File: src/rtl/upsert_ctrl_fsm.sv
// Upsert sequencer: lookup, wait with timeout, then update / insert / error, one write strobe.
// Optional victim-overwrite on a full-table miss when UPSERT_EVICT_EN is defined.
module upsert_ctrl_fsm #(
  parameter int NUM_ENTRIES = 16,
  parameter int LKP_TIMEOUT = 15
) (
  input  logic                   clk,
  input  logic                   rst,
  input  logic                   start,
  input  logic [1:0]             mode,
  input  logic                   hit_vld,
  input  logic                   hit,
  input  logic [NUM_ENTRIES-1:0] hit_idx,
  input  logic [NUM_ENTRIES-1:0] used,
  output logic                   busy,
  output logic                   lookup_req,
  output logic                   write_en,
  output logic                   select_out,
  output logic [NUM_ENTRIES-1:0] idx_out,
  output logic                   evict,
  output logic                   done,
  output logic [2:0]             err_code
);

  localparam int CNT_W = $clog2(LKP_TIMEOUT + 1);

  localparam logic [1:0] MODE_INS = 2'b01;
  localparam logic [1:0] MODE_UPD = 2'b10;
  localparam logic [1:0] MODE_BAD = 2'b11;

  localparam logic [2:0] ERR_OK      = 3'd0;
  localparam logic [2:0] ERR_FULL    = 3'd1;
  localparam logic [2:0] ERR_EXISTS  = 3'd2;
  localparam logic [2:0] ERR_MISSING = 3'd3;
  localparam logic [2:0] ERR_MODE    = 3'd4;
  localparam logic [2:0] ERR_TIMEOUT = 3'd5;

  typedef enum logic [2:0] {
    S_IDLE, S_LOOKUP, S_WAIT, S_ALLOC, S_WRITE, S_DONE
  } state_t;

  state_t                 state_q, state_d;
  logic [1:0]             mode_q, mode_d;
  logic [CNT_W-1:0]       cnt_q, cnt_d;
  logic [NUM_ENTRIES-1:0] used_q, used_d;
  logic [NUM_ENTRIES-1:0] idx_q, idx_d;
  logic                   sel_q, sel_d;
  logic [2:0]             err_q, err_d;

`ifdef UPSERT_EVICT_EN
  localparam int VW = $clog2(NUM_ENTRIES);
  logic [VW-1:0] vict_q, vict_d;
  logic          evict_q, evict_d;
`endif

  always_ff @(posedge clk or posedge rst) begin
    if (rst) state_q <= S_IDLE;
    else     state_q <= state_d;
  end

  always_ff @(posedge clk or posedge rst) begin
    if (rst) begin
      mode_q <= '0;
      cnt_q  <= '0;
      used_q <= '0;
      idx_q  <= '0;
      sel_q  <= 1'b0;
      err_q  <= ERR_OK;
`ifdef UPSERT_EVICT_EN
      vict_q  <= '0;
      evict_q <= 1'b0;
`endif
    end else begin
      mode_q <= mode_d;
      cnt_q  <= cnt_d;
      used_q <= used_d;
      idx_q  <= idx_d;
      sel_q  <= sel_d;
      err_q  <= err_d;
`ifdef UPSERT_EVICT_EN
      vict_q  <= vict_d;
      evict_q <= evict_d;
`endif
    end
  end

  always_comb begin
    state_d = state_q;
    mode_d  = mode_q;
    cnt_d   = cnt_q;
    used_d  = used_q;
    idx_d   = idx_q;
    sel_d   = sel_q;
    err_d   = err_q;
`ifdef UPSERT_EVICT_EN
    vict_d  = vict_q;
    evict_d = evict_q;
`endif
    unique case (state_q)
      S_IDLE: begin
        if (start) begin
          mode_d = mode;
          if (mode == MODE_BAD) begin
            state_d = S_DONE;
            err_d   = ERR_MODE;
          end else begin
            state_d = S_LOOKUP;
          end
        end
      end
      S_LOOKUP: begin
        cnt_d   = '0;
        state_d = S_WAIT;
      end
      S_WAIT: begin
        if (hit_vld) begin
          used_d = used;
          if (hit && mode_q != MODE_INS) begin
            state_d = S_WRITE;
            sel_d   = 1'b1;
            // Multi-hot hit: isolate the lowest set bit
            idx_d   = hit_idx & (~hit_idx + NUM_ENTRIES'(1));
          end else if (hit) begin
            state_d = S_DONE;
            err_d   = ERR_EXISTS;
          end else if (mode_q == MODE_UPD) begin
            state_d = S_DONE;
            err_d   = ERR_MISSING;
          end else if (!(&used)) begin
            state_d = S_ALLOC;
          end else begin
`ifdef UPSERT_EVICT_EN
            state_d = S_WRITE;
            sel_d   = 1'b0;
            idx_d   = NUM_ENTRIES'(1) << vict_q;
            evict_d = 1'b1;
            vict_d  = (vict_q == VW'(NUM_ENTRIES - 1)) ? '0 : vict_q + VW'(1);
`else
            state_d = S_DONE;
            err_d   = ERR_FULL;
`endif
          end
        end else begin
          // Abort in the WAIT cycle where the count reaches the limit
          cnt_d = cnt_q + CNT_W'(1);
          if (cnt_d == CNT_W'(LKP_TIMEOUT)) begin
            state_d = S_DONE;
            err_d   = ERR_TIMEOUT;
          end
        end
      end
      S_ALLOC: begin
        idx_d   = ~used_q & (used_q + NUM_ENTRIES'(1));
        sel_d   = 1'b0;
        state_d = S_WRITE;
      end
      S_WRITE: begin
        err_d   = ERR_OK;
        state_d = S_DONE;
      end
      S_DONE: begin
        idx_d   = '0;
        sel_d   = 1'b0;
`ifdef UPSERT_EVICT_EN
        evict_d = 1'b0;
`endif
        state_d = S_IDLE;
      end
      default: state_d = S_IDLE;
    endcase
  end

  always_comb begin
    busy       = (state_q != S_IDLE);
    lookup_req = (state_q == S_LOOKUP);
    write_en   = (state_q == S_WRITE);
    done       = (state_q == S_DONE);
    select_out = sel_q;
    idx_out    = idx_q;
    err_code   = err_q;
`ifdef UPSERT_EVICT_EN
    evict      = evict_q;
`else
    evict      = 1'b0;
`endif
  end

endmodule

File: config.mk
export PLATFORM = sky130hd
export DESIGN_NAME = upsert_ctrl_fsm
export DESIGN_NICKNAME = d
export VERILOG_FILES = /design/src/rtl/upsert_ctrl_fsm.sv
export SDC_FILE = /design/constraint.sdc
export NUM_CORES = 1
export LEC_CHECK = 0
export CAP_MARGIN = 10
export CORE_MARGIN = 1.5
export CORE_UTILIZATION = 37
export CTS_BUF_LIST = sky130_fd_sc_hd__clkbuf_4 sky130_fd_sc_hd__clkbuf_8 sky130_fd_sc_hd__clkbuf_16
export DETAILED_ROUTE_END_ITERATION = 16
export PLACE_DENSITY_LB_ADDON = 0.08
export SYNTH_ARGS = -nofsm -noshare
export SYNTH_HDL_FRONTEND = slang
export SYNTH_SLANG_ARGS = --single-unit
File: constraint.sdc
create_clock -name clk -period 3.6 [get_ports clk]
set_input_delay 0.54 -clock clk [delete_from_list [all_inputs] [get_ports clk]]
set_output_delay 0.54 -clock clk [all_outputs]
set_load 0.02 [all_outputs]
==> impl_results.md <==
* Crit path time final at 2.465 ns
* Max-slew headroom at a little under half
* FFs w/ async S/R, synth at between 90% and 100%
* Clock-pin slew on the worst setup and hold paths at roughly 0.09 ns
* Max Root-Sink Buffers at 2
* CTS H-tree lvls at 2
* Drt pass-1 iters at 4
* Clock Latency Late Sink at 0.30 ns
* Final setup viols at 0
* Critical path origin: state_q[0]
* Yosys warnings at 0
* Worst r2r path cells at 5
* RSZ-0062 raised after global routing: false
* Maximum clock frequency at 0.4057 GHz
* Fin area at roughly 3200 sq um
* R2r endpoint: idx_out[11]
* Max FO, Critical Path at 11
* Nets at 346
* Placer Congestion at 0.8218
* Global-route wire length before repair at 9977 um
* Critical Path End: lookup_req
* Worst endpoint required time at between 3 and 4 ns
* Register bit total from synthesis at 45
* CP Capture Type: output pin
* Pins Over Slew Limit at 0
* Buffers on Ports at 62
* Period utilization at a little under 70%
* CP Launch Type: register
* Placed cell area at 3084 sq um
* R2R setup slack at 1.38 ns
* DR WL/cell at about 15 um
* HP Start: idx_out[4]
* Post-CTS Setup Inserts at 0
* Worst slew pin tran at 0.7956 ns
* DR vias/cell at 5.347
* Initial Utilization at between 30% and 40%
* Root Buffer: clkbuf_8
* Post-Syn Nets at 281
* # fillers at about 620
* Pleak at around 1.3 nW
* Cts bufs inserted at 5
* Width of the chip at 83.26 um
* Post-synthesis cell type count at 54
* Largest net degree at the start of global routing at 25
* Maximum VDD drop at 0.3308 mV
* Rows at 29
* Initial antenna violation count at 0
* Total gr overflow at 0
* Outcome: completed
* Drt drc at 0
* Hold-fix buffer count after cts at 0
* Final wirelength at 5891 um
* # diodes at 0
* Register area at 1126 sq um
* Via count at 2048
* Area Growth Syn to Fin at 33.44%
* R2r startpoint: state_q[0]
* Post-CTS resize count at 0
* Setup TNS at 0 ns
* Core footprint at 6277 sq um
* Clock sinks at 45
* Vias in the first global route at slightly below 2000
* I/O pins at between 60 and 70
* Die area at 6932 sq um
* Top FF cell, synth: dfrtp_1
* Seq/Total Area, Yosys at 47.24%
* Final hold vios at 0
* Die Span Y at 83.26 um
* HPWL after detailed placement at 4589 um
* WP data arrival at 1.92 ns
* CTS tree: built
* Average size of a mapped cell at 9.931 sq um
* Layout cells sized above 1 at 13.07%
* Post-synth EDFFs at 0
* Total track usage at between 10% and 20%
* Syn Inst Count at 240
* Crit path kind: reg -> out
* Final antenna-violating net count at 0
* Max-Cap Viols at 0
* Min-delay worst type: reg -> reg
* Syn Std Cell Area at 2384 sq um
* 1st-iter DRT viols at 95
* PwrDens at 717.4 nW/um^2
* Fin Clk Skew at 0.01210 ns
* Multi-input combinational cell area at approximately 1200 sq um
==> per-layer routing <==
layer | routed length [um] | track usage [%] | vias to the layer above
met1 | 2887 | 26.27 | 984
met2 | 2679 | 26.76 | 44
met3 | 262 | 3.877 | 7
li1 | - | - | 1013
met4 | 63 | 5.000 | 0
met5 | 0 | 0 | -
==> synthesized netlist by cell type, types with 3 or more instances <==
cell type / n / share of area [%]
dfrtp_1: 45 / 47
nand2_1: 25 / 3.9
mux2_2: 15 / 7.1
nand3_1: 14 / 2.9
nor2_1: 13 / 2.0
o21ai_0: 12 / 2.5
inv_1: 11 / 1.7
a21oi_1: 9 / 1.9
nand4_1: 9 / 2.4
nor2b_1: 7 / 1.8
nor3_1: 6 / 1.3
buf_2: 5 / 1.0
o21a_1: 5 / 1.6
a211oi_1: 3 / 0.94
a31oi_1: 3 / 0.79
nand3b_1: 3 / 0.94
nand4b_1: 3 / 1.1
o211ai_1: 3 / 0.94
o311ai_0: 3 / 1.1
==> cell families after synthesis <==
| family | count (synthesis) | share of synthesized area, % |
|---|---|---|
| XOR/XNOR | 1 | 0.3675 |
| AND/OR/NAND/NOR | 99 | 22.94 |
| AO/OA/AOI/OAI | 56 | 16.75 |
| buffers and inverters | 20 | 3.989 |
| other | 1 | 0.1573 |
| multiplexers | 16 | 7.506 |
| flip-flops | 45 | 47.24 |
| adder cells (fa/ha/maj) | 2 | 1.050 |
==> through the flow <==
step / power, mW / setup slack (ns) / hold WS [ns] / util (%) / cells
floorplan: 1.551 / 1.655 / 0.4664 / - / 240
global placement: 1.958 / 1.030 / 0.4643 / 49.13 / 375
detailed placement: 1.963 / 0.9963 / 0.4706 / 49.13 / 375
CTS: 2.309 / 1.118 / 0.4946 / 50.67 / 383
global route: 2.452 / 1.054 / 0.5118 / 50.67 / 383
finish: 2.282 / 1.135 / 0.4835 / 50.67 / 383
==> area by class of cell <==
cell class	count	share of cell area [%]
Multi-Input combinational cell	175	36.55
Sequential cell	45	35.41
Timing Repair Buffer	67	20.69
Tap cell	77	3.029
Clock buffer	6	2.596
Inverter	11	1.298
Clock inverter	2	0.4327
==> report_power, final <==
group | total (mW) | internal (mW) | leakage, nW | switching [mW]
sequential | 0.925 | 0.720 | 0.567 | 0.206
combinational | 1.02 | 0.505 | 0.647 | 0.517
clock | 0.334 | 0.156 | 0.0512 | 0.178
==> registers in the layout, indices dropped and copies added, names as in the netlist <==
signal and flops:
mode_q 2, cnt_q 4, select_out 1, state_q 3, used_q 16, err_code 3
idx_out 16
==> worst min path at each step <==
stage	depth (start not counted)	end	slack, ns
2_1_floorplan	1	idx_out[14]	0.47
3_3_place_gp	2	idx_out[4]	0.46
3_5_place_dp	1	err_code[1]	0.47
4_1_cts	2	idx_out[4]	0.49
5_1_grt	2	idx_out[3]	0.51
6_report	2	idx_out[4]	0.48
==> cells in the final DEF (no fill, tap or decap), types with 3 or more instances in the layout <==
| cell type | Yosys | final |
|---|---|---|
| clkdlybuf4s50_1 | 0 | 62 |
| nor3_1 | 6 | 6 |
| nand4b_1 | 3 | 3 |
| mux2_2 | 15 | 15 |
| dfrtp_1 | 45 | 45 |
| nor2_1 | 13 | 13 |
| a211oi_1 | 3 | 3 |
| o311ai_0 | 3 | 3 |
| o21a_1 | 5 | 5 |
| nand3_1 | 14 | 14 |
| nand2_1 | 25 | 25 |
| nand3b_1 | 3 | 3 |
| inv_1 | 11 | 10 |
| a31oi_1 | 3 | 3 |
| clkbuf_8 | 1 | 6 |
| a21oi_1 | 9 | 9 |
| nor2b_1 | 7 | 7 |
| o211ai_1 | 3 | 3 |
| nand4_1 | 9 | 9 |
| o21ai_0 | 12 | 12 |
| buf_4 | 1 | 5 |
==> critical path, stage by stage (launching register included) <==
cell	delay [ns]
dfrtp_1	0.59
buf_4	0.26
nand2_1	0.12
inv_1	0.07
clkdlybuf4s50_1	0.59
Note: power is estimated with default switching activity, not from simulation.
